**config.mk**
```make
export PLATFORM = sky130hd
export DESIGN_NAME = imm_gen_pipe
export DESIGN_NICKNAME = d
export VERILOG_FILES = /design/src/rtl/imm_gen_pipe.sv
export SDC_FILE = /design/constraint.sdc
export NUM_CORES = 1
export LEC_CHECK = 0
export CAP_MARGIN = 20
export CORE_UTILIZATION = 52
export DETAILED_ROUTE_END_ITERATION = 6
export GPL_TIMING_DRIVEN = 0
export PLACE_DENSITY_LB_ADDON = 0.2
export SETUP_SLACK_MARGIN = 0.15
export SYNTH_ARGS = -nofsm -noshare
export SYNTH_HDL_FRONTEND = slang
export SYNTH_SLANG_ARGS = --single-unit
```
**constraint.sdc**
```tcl
create_clock -name clk_i -period 2.5 [get_ports clk_i]
set_input_delay 0.25 -clock clk_i [delete_from_list [all_inputs] [get_ports clk_i]]
set_output_delay 0.25 -clock clk_i [all_outputs]
set_load 0.01 [all_outputs]
```
**src/rtl/imm_gen_pipe.sv**
```systemverilog
// RV32I/RV64I immediate generator for the ID stage, with a 2-entry skid buffer
// between IF/ID and ID/EX.
//   state | meaning
//   EMPTY | no entry held, out_valid_o=0
//   ONE   | main entry valid
//   FULL  | main and skid entries valid, in_ready_o=0
module imm_gen_pipe #(
  parameter int XLEN     = 32,
  parameter bit ZERO_ILL = 1'b1
) (
  input  logic            clk_i,
  input  logic            rst_i,
  input  logic            flush_i,
  input  logic            in_valid_i,
  output logic            in_ready_o,
  input  logic [31:0]     instr_i,
  output logic            out_valid_o,
  input  logic            out_ready_i,
  output logic [XLEN-1:0] imm_o,
  output logic [2:0]      fmt_o,
  output logic            illegal_o
);

  localparam logic [2:0] FMT_R     = 3'd0;
  localparam logic [2:0] FMT_I     = 3'd1;
  localparam logic [2:0] FMT_S     = 3'd2;
  localparam logic [2:0] FMT_B     = 3'd3;
  localparam logic [2:0] FMT_U     = 3'd4;
  localparam logic [2:0] FMT_J     = 3'd5;
  localparam logic [2:0] FMT_SHAMT = 3'd6;
  localparam logic [2:0] FMT_ILL   = 3'd7;

  typedef enum logic [1:0] {EMPTY, ONE, FULL} buf_state_t;

  buf_state_t state_q, state_d;

  logic [6:0]      opcode;
  logic [2:0]      funct3;
  logic            shamt_op;
  logic [XLEN-1:0] imm_i, imm_s, imm_b, imm_u, imm_j;
  logic [XLEN-1:0] dec_imm;
  logic [2:0]      dec_fmt;
  logic            dec_ill;

  logic [XLEN-1:0] main_imm, skid_imm;
  logic [2:0]      main_fmt, skid_fmt;
  logic            main_ill, skid_ill;
  logic            in_xfer, out_xfer;
  logic            load_main, load_skid, move_skid;

  assign opcode   = instr_i[6:0];
  assign funct3   = instr_i[14:12];
  assign shamt_op = (funct3 == 3'b001) || (funct3 == 3'b101);

  assign imm_i = XLEN'($signed(instr_i[31:20]));
  assign imm_s = XLEN'($signed({instr_i[31:25], instr_i[11:7]}));
  assign imm_b = XLEN'($signed({instr_i[31], instr_i[7], instr_i[30:25], instr_i[11:8], 1'b0}));
  assign imm_u = XLEN'($signed({instr_i[31:12], 12'b0}));
  assign imm_j = XLEN'($signed({instr_i[31], instr_i[19:12], instr_i[20], instr_i[30:21], 1'b0}));

  always_comb begin
    dec_imm = '0;
    dec_fmt = FMT_R;
    dec_ill = 1'b0;
    case (opcode)
      7'b0010011: begin
        if (shamt_op) begin
          dec_fmt = FMT_SHAMT;
          dec_imm = (XLEN == 32) ? XLEN'(instr_i[24:20]) : XLEN'(instr_i[25:20]);
        end else begin
          dec_fmt = FMT_I;
          dec_imm = imm_i;
        end
      end
      7'b0011011: begin
        if (XLEN == 64) begin
          if (shamt_op) begin
            dec_fmt = FMT_SHAMT;
            dec_imm = XLEN'(instr_i[24:20]);
          end else begin
            dec_fmt = FMT_I;
            dec_imm = imm_i;
          end
        end else begin
          dec_ill = 1'b1;
        end
      end
      7'b0000011, 7'b1100111, 7'b1110011: begin
        dec_fmt = FMT_I;
        dec_imm = imm_i;
      end
      7'b0100011: begin
        dec_fmt = FMT_S;
        dec_imm = imm_s;
      end
      7'b1100011: begin
        dec_fmt = FMT_B;
        dec_imm = imm_b;
      end
      7'b0110111, 7'b0010111: begin
        dec_fmt = FMT_U;
        dec_imm = imm_u;
      end
      7'b1101111: begin
        dec_fmt = FMT_J;
        dec_imm = imm_j;
      end
      7'b0110011: dec_fmt = FMT_R;
      7'b0111011: dec_ill = (XLEN != 64);
      default:    dec_ill = 1'b1;
    endcase
    // Illegal opcodes still carry an I-style immediate unless ZERO_ILL forces zero.
    if (dec_ill) begin
      dec_fmt = FMT_ILL;
      dec_imm = ZERO_ILL ? '0 : imm_i;
    end
  end

  assign in_ready_o  = (state_q != FULL);
  assign out_valid_o = (state_q != EMPTY);
  assign in_xfer     = in_valid_i && in_ready_o;
  assign out_xfer    = out_valid_o && out_ready_i;

  always_comb begin
    state_d   = state_q;
    load_main = 1'b0;
    load_skid = 1'b0;
    move_skid = 1'b0;
    case (state_q)
      EMPTY: begin
        if (in_xfer) begin
          load_main = 1'b1;
          state_d   = ONE;
        end
      end
      ONE: begin
        if (in_xfer && out_xfer) begin
          load_main = 1'b1;
        end else if (in_xfer) begin
          load_skid = 1'b1;
          state_d   = FULL;
        end else if (out_xfer) begin
          state_d = EMPTY;
        end
      end
      FULL: begin
        if (out_xfer) begin
          move_skid = 1'b1;
          state_d   = ONE;
        end
      end
      default: state_d = EMPTY;
    endcase
    if (flush_i) begin
      state_d   = EMPTY;
      load_main = 1'b0;
      load_skid = 1'b0;
      move_skid = 1'b0;
    end
  end

  always_ff @(posedge clk_i or negedge rst_i) begin
    if (!rst_i) begin
      state_q  <= EMPTY;
      main_imm <= '0;
      main_fmt <= FMT_R;
      main_ill <= 1'b0;
      skid_imm <= '0;
      skid_fmt <= FMT_R;
      skid_ill <= 1'b0;
    end else begin
      state_q <= state_d;
      if (load_main) begin
        main_imm <= dec_imm;
        main_fmt <= dec_fmt;
        main_ill <= dec_ill;
      end else if (move_skid) begin
        main_imm <= skid_imm;
        main_fmt <= skid_fmt;
        main_ill <= skid_ill;
      end
      if (load_skid) begin
        skid_imm <= dec_imm;
        skid_fmt <= dec_fmt;
        skid_ill <= dec_ill;
      end
    end
  end

  assign imm_o     = main_imm;
  assign fmt_o     = main_fmt;
  assign illegal_o = main_ill;

endmodule
```
Word level (Yosys, flattened, before mapping). Index checks and enable logic that the tools add are counted.

Flip-flop bits (word level): 74. Input port bits: 37. Output and inout port bits: 38. Word-level logic and storage cells: 67.

Equality and inequality tests: 19. Muxes and demuxes: 30. Reductions and logical operators: 11.

Operators with widths (number): 32-bit case mux with 6 select lines (1); 32-bit two-way mux (4); 7-bit equality test, second input constant (4); 7-bit by 6-bit equality test with 1-bit output, second input constant (3); 3-bit case mux with 6 select lines (1); 7-bit by 5-bit equality test with 1-bit output, second input constant (2); 1-bit two-way mux (12); 2-bit two-way mux (6); 3-bit two-way mux (4); 10-bit OR reduction (1); 3-bit != test, second input constant (3); 7-bit by 2-bit equality test with 1-bit output, second input constant (1); 2-bit case mux with 3 select lines (1); 4-bit != test, second input constant (1); 4-bit AND reduction (1); 2-bit nonzero test (2); 3-bit by 1-bit equality test with 1-bit output, second input constant (1); 3-bit equality test, second input constant (1); 1-bit logical AND (3); 3-bit OR reduction (1); 2-bit by 1-bit equality test with 1-bit output, second input constant (1); 2-bit equality test, second input constant (1); 2-bit logical NOT (1); 2-bit != test, second input constant (1); 3 further kinds (3).

Depth between registers and ports, before layout.
Word-level depth: 7. Gate-level depth with buffers: 7. Depth with buffers taken out: 4.

Worst setup path before layout. OpenSTA, ideal clock, no wires.

Path kind: register -> register. Start: register state_q[1]. End: register main_imm[26], in the netlist imm_o[26]. Library setup time: 0.083 ns. Data arrival time: 1.755 ns. Data required time: 2.417 ns. Path slack: 0.663 ns. Stages on the path, launching flop included: 6. Buffers on the path: 1. Clock period less this slack: 1.837 ns. Cells stage by stage: dfrtp_1 > or3b_1 > or3_4 > a2111o_1 > buf_2 > o21ai_0.

Longest elaborated chain between the ends: 7. Elaborated cells between the ends (all ways): 17. Those cells by class: eq/ne (3); mux (8); reduce/logical (6).

RTL lines: start: declaration (line 35) `buf_state_t state_q, state_d;`; start signal: assignment (line 172) `state_q <= state_d;`; 2-bit != test / 2-bit nonzero test (equally long branches) (line 119, 120); 1-bit logical AND, on equally long branches (line 121, 122); 1-bit logical AND (line 137) `if (in_xfer && out_xfer) begin`; 1-bit two-way mux (line 137); 1-bit case mux with 2 select lines (line 129) `case (state_q)`; 1-bit two-way mux (line 154) `if (flush_i) begin`; 32-bit two-way mux / 2-bit nonzero test (equally long branches); end signal: assignment (line 174) `main_imm <= dec_imm;`; end signal: assignment (line 178) `main_imm <= skid_imm;`; end: declaration (line 45) `logic [XLEN-1:0] main_imm, skid_imm;`.

Several ways; a longest one is shown, not always the timed one. A chain may end at the register's enable or synchronous reset.

Worst setup path after layout.
Start: input port instr_i[4]. End: register main_imm[29], in the netlist imm_o[29].

Longest elaborated chain between the ends: 5. Elaborated cells between the ends (all ways): 16. Those cells by class: eq/ne (10); mux (3); reduce/logical (3).

RTL lines: start: declaration (line 16) `input logic [31:0] instr_i,`; 7-bit by 2-bit equality test with 1-bit output (tied with other cells) (line 65) `case (opcode)`; 3-bit OR reduction / 2-bit OR reduction (equally long branches); 32-bit case mux with 6 select lines (line 65); 32-bit two-way mux (*) (line 113) `if (dec_ill) begin`; 32-bit two-way mux (*) (line 173) `if (load_main) begin`.

Mark *: on every way between the ends. The rest lies on a longest branch, timed or not.

==> flow_summary.toml <==
[placed_design]
hpwlAfterDp_um = 7430
gp_congestion = 0.930
placed_area_um2 = 4730
dp.cells = 601
port_buffers = 74

[layout]
drive_above_1_share_pct = 9.20
area_growth_pct = 28.9
nNetsFinal = 554
num_antenna_cells = 0
fin_area_um2 = 4960
layoutNonFillerInstCount = 618

[grt]
use_met1_pct = 38.0
grt_pass1_wl_um = 16600
antenna_found_initial = 0
grt_util_met3_pct = 5.37
met2_usage_pct = 47.5
grt_util_all_layers_pct = 28.7
top_usage_layer = "met2"
grt_pass1_vias = 3451
grt_start_max_net_pins = 63
overflow = 0

[power]
p_leak_nw = 2.21
ir_drop_uv = 409
power_density_nw_per_um2 = 644

[cts]
cts-root-buf = "clkbuf_8"
clock_path_buffers = 2
cts.clk_slew.worst_paths_ns = 0.09
cts_setup_buffers = 0
cts_tree = "done"
cts_buffers = 9
htreeDepth = 3
cts_sinks = 74
clkLatencyLatePin_ns = 0.35

[synth]
synth.net_count = 467
yosys_most_used_dff = "dfrtp_1"
async_flop_share_pct = 100
ys_warn_count = 0
syn_inst = 430
netlist-cell-type-count = 53
synth_edf_count = 0
syn_avg_cell_area_um2 = 8.94
ys_ff_latch = 74
syn_area_um2 = 3840
ys_seq_area_share_pct = 48.2

[critical_path]
reg2reg_depth = 5
critPathCaptureType = "flip-flop"
reg2reg_slack_ns = 0.36
slowest_stage = "clkdlybuf4s50_1"
slowest_delay_ns = 0.50
rr_startpoint = "state_q[1]$_DFFE_PN0P_"
path_max_fanout = 10
critical_path_class = "primary input to flip-flop"
cp-start-kind = "primary input"
worstReg2RegEnd = "skid_fmt[0]$_DFFE_PN0P_"
cp.arrival_ns = 2.43
worstPathCellList = "clkdlybuf4s50_1 > buf_4 > or3b_2 > clkbuf_1 > buf_2 > nor3_1 > nor2_1 > o21ai_0"
crit_required_ns = 2.78

[floorplan]
die_x_um = 88.0
die_area_um2 = 7740
ios = 75
start_util_pct = 55.1
core_um2 = 6980
fp-row-count = 30
die_y_um = 88.0

[timing]
fin_crit_ns = 2.15
final_hold_viol_count = 0
tightest_slew_ns = 0.708
rsz0062_at_grt = "no"
setup-violations-final = 0
finalCritPeriodShare_pct = 85.8
timing.slew.headroom_pct = 52.8
max_freq_mhz = 466
skew_ns = 0.0119
slew_viol_final = 0

[detailed_routing]
wirelength_um = 10300
drc = 0
vias = 3539
wl_per_cell_um = 16.7
dr.pass1.iters = 4
postRouteAntennaNets = 0
vias_per_cell = 5.73
drtIter0Drc = 301

[job]
max-cap-violations = 0

[min_path]
min_path_type = "primary input to asynchronous set/reset pin"

[run_status]
status = "complete, no violations"
-- worst max path at each step --
stage | cells after the start | from | endpoint
after floorplan | 5 | state_q[1]$_DFFE_PN0P_ | imm_o[26]$_DFFE_PN0P_
after global placement | 1 | rst_i | imm_o[16]$_DFFE_PN0P_
after detailed placement | 5 | instr_i[2] | skid_imm[12]$_DFFE_PN0P_
after CTS | 5 | instr_i[2] | skid_imm[17]$_DFFE_PN0P_
after global routing | 6 | state_q[1]$_DFFE_PN0P_ | skid_imm[16]$_DFFE_PN0P_
final | 8 | instr_i[4] | imm_o[29]$_DFFE_PN0P_
-- synthesized netlist by cell type (3+ instances only) --
cell	instances	area [um^2]
nand4b_1	3	26.3
and3_1	17	106
a21oi_1	13	65.1
nor3_1	15	75.1
clkbuf_1	18	67.6
nor2b_1	4	25.0
a22o_1	4	35.0
a31oi_1	8	50.1
nand3_1	3	15.0
buf_2	7	35.0
a21o_1	5	37.5
nor2_1	56	210
a221o_1	5	50.1
mux2i_1	11	110
o21ai_0	33	165
inv_1	13	48.8
a211oi_1	3	22.5
a31o_2	4	35.0
nand2_1	77	289
dfrtp_1	74	1850
a32oi_1	8	70.1
o22ai_2	10	125
-- metal layers --
layer / share of wire [%] / wire length [um] / up-vias
met5: 0 / 0 / -
met4: 1.5 / 157 / 0
met3: 5.8 / 605 / 18
met2: 50 / 5170 / 120
met1: 43 / 4410 / 1708
li1: - / - / 1693
-- worst max-delay path, delay by kind of cell --
family | cells | cell delay, ns
buf+inv | 4 | 1.08
simple gates | 3 | 0.93
compound gates | 1 | 0.17
-- registers in the layout, indices dropped and copies added (netlist names) --
name and flops:
illegal_o 1, skid_ill 1, skid_fmt 3, imm_o 32, skid_imm 32, fmt_o 3, state_q 2
-- cell usage in the layout, fill, tap and decap left out, drive strengths merged, types with 2 or more instances in the layout --
master,n
nor2b,4
a22o,4
clkinv,3
o22a,2
clkbuf,29
a21oi,14
nand4,2
mux2i,11
and3b,2
nand2,77
nor2,56
dfrtp,74
buf,13
a32oi,8
or3b,3
nor4b,2
nand3,3
o21ai,33
inv,13
o22ai,11
a31oi,8
a31o,4
or3,2
and3,17
a211oi,4
nor3,15
nand4b,3
a21o,5
a221o,5
bufinv,2
clkdlybuf4s50,73
nand2b,2
a2111o,2
-- area by class of cell --
cell class              instances  area, um^2
multi-input cells             314        1820
repair buffers                 76         776
clock inverters                 5        78.8
plain buffers                  29         130
fillers                       569        2020
clock buffers                  11         131
well taps                      96         120
flip-flops and latches         74        1850
inverters                      13        48.8
-- through the flow --
stage	power [W]	setup WS [ns]	hold WS (ns)	util (%)	setup TNS (ns)
2_1_floorplan	0.00185	0.663	-0.0456	-	0
3_3_place_gp	0.00217	-1.41	0.463	67.4	-104.13
3_5_place_dp	0.00220	-0.0959	0.122	67.8	-0.722
4_1_cts	0.00320	0.268	0.304	70.9	0
5_1_grt	0.00334	0.180	0.305	71.0	0
6_report	0.00319	0.354	0.302	71.0	0
-- where the power goes --
| group | switching (W) | total, W | internal (W) |
|---|---|---|---|
| logic | 0.000323 | 0.000685 | 0.000362 |
| clock network | 0.000450 | 0.00101 | 0.000562 |
| registers | 0.000107 | 0.00150 | 0.00139 |
-- timing repair --
| action | in CTS | in global routing |
|---|---|---|
| hold buffers | 1 | 0 |
| gates resized for setup | 0 | 3 |
| endpoints found under the setup margin | 0 | 9 |
| hold endpoints to repair | 12 | 0 |
-- cells by family after synthesis --
logic type	synth area share [%]
xor gates and xnor gates	0.228
and+or+nand+nor	24.2
DFF	48.2
muxes	2.86
buffers and inverters	4.62
AOI/OAI and AO/OA	19.9
(Power assumes the default switching activity.)
==> RTL edit: new RTL, config.mk and constraints unchanged <==
`XLEN`: 32 -> 24.
--- a/src/rtl/imm_gen_pipe.sv
+++ b/src/rtl/imm_gen_pipe.sv
@@ -5,7 +5,7 @@
 //   ONE   | main entry valid
 //   FULL  | main and skid entries valid, in_ready_o=0
 module imm_gen_pipe #(
-  parameter int XLEN     = 32,
+  parameter int XLEN     = 24,
   parameter bit ZERO_ILL = 1'b1
 ) (
   input  logic            clk_i,
Interface: changed (resized imm_o); port bits go from 75 to 67. The function was not compared with the original's and may differ.
==> RTL edit against the original RTL <==
Via count fell by 22%; power fell by 22%; fmax rose by 5.9%; routed wire length fell by 26%; cell area fell by 21%; sequential cell count fell by 16; core utilization fell by 0.41 points; worst setup slack improved by 0.12 ns; synthesized area fell by 22%; critical path depth fell by 1; register-to-register slack improved by 0.28 ns; critical endpoint is now skid_imm[3].
==> RTL edit: results (changes against the original RTL) <==
stage,metric,value,unit,change
status,run_status,"finished, final reports clean",,
synthesis,synth_nets,366,,-22%
global_route,grtUsageMet3,6.00,%,+0.63 points
power,leakage,1.72,nW,-22%
final_layout,layout.nets,441,,-20%
power,netSwitchingFraction,27.6,%,about the same
power,comb_cell_power,0.000524,W,-24%
synthesis,synthTopCellsByArea,"dfrtp_1, nand2_1, a21oi_1",,
placement,place_hpwl,5.48,mm,-26%
cts,clk_pin_slew,0.07,ns,-0.02 ns
synthesis,synth_common_cells,"nand2_1, dfrtp_1, a21oi_1",,
placement,portBuffers,62,,-16%
final_layout,n_fill_cell,453,,-20%
placement,placed_cell_area,3720,um^2,-21%
global_route,gr-usage-met2,44.7,%,-2.8 points
global_route,grt_pass1_vias,2651,,-23%
timing,fin_worst_skew,0.00764,ns,-0.00424 ns
power,p_sw,0.000692,W,-21%
synthesis,ys_types,44,,-17%
cts,insertion_delay,0.33,ns,-0.02 ns
detailed_routing,wl_met1,3.42,mm,-23%
detailed_routing,wl_met3,501,um,-17%
min_path,hold_path.class,primary input to flop,,
detailed_routing,drtIter0Drc,296,,-1.7%
detailed_routing,totalWireLength,7.69,mm,-26%
synthesis,synth.yosys.seq_area_share,48.5,%,+0.37 points
placement,gp_routability_congestion,0.877,,-5.7%
global_route,grt_start_max_net_pins,34,,-46%
-- RTL edit: cell types whose count changed after synthesis, sizes merged, moves of 5 or more --
cell    before  now
o21ai       33   19
nor2        56   22
a221o        5    0
a21oi       14   37
inv         13    3
dfrtp       74   58
clkbuf      18    2
nor3        15    4
buf         11   23
o22ai       11    6
mux2i       11    5
-- RTL edit: final timing paths --
path                              from           to  slack (ns)  cells after the start
min in group asynchronous        rst_i    imm_o[16]        0.47                      2
setup / recovery            instr_i[4]  skid_imm[3]        0.47                      7
hold / removal                 flush_i   state_q[0]        0.18                      2
hold reg to reg            skid_imm[8]  skid_imm[8]        0.49                      2
setup reg to reg            state_q[1]    illegal_o        0.64                      7
max in group asynchronous        rst_i    imm_o[10]        1.43                      3
-- RTL edit: per-stage QoR --
stage,hold WS (ns),std cells,worst slack (ns)
floorplan,-0.0456,329,0.966
global placement,0.463,463,-0.633
detailed placement,0.305,464,0.175
CTS,0.171,481,0.528
global route,0.186,481,0.391
finish,0.183,481,0.474
-- RTL edit: critical path, delay by kind of cell --
| kind | cells | cell delay [ns] |
|---|---|---|
| compound gates | 3 | 1.06 |
| buf+inv | 2 | 0.75 |
| simple gates | 2 | 0.22 |
-- RTL edit: layout make-up --
class / instances / area, um^2 / area share (%)
sequential: 58 / 1450 / 37.1
multi-input combinational: 243 / 1390 / 35.4
timing repair buffer: 64 / 646 / 16.5
buffer: 25 / 143 / 3.65
clock buffer: 10 / 128 / 3.26
tap: 72 / 90.1 / 2.30
clock inverter: 6 / 57.6 / 1.47
inverter: 3 / 11.3 / 0.288
-- RTL edit: logic make-up after synthesis --
family,count (synthesis),synth area share [%]
multiplexers,8,2.80
AND/OR/NAND/NOR,136,21.3
AO/OA/AOI/OAI,98,21.9
flip-flops,58,48.5
XOR/XNOR,1,0.293
buffers and inverters,28,5.15
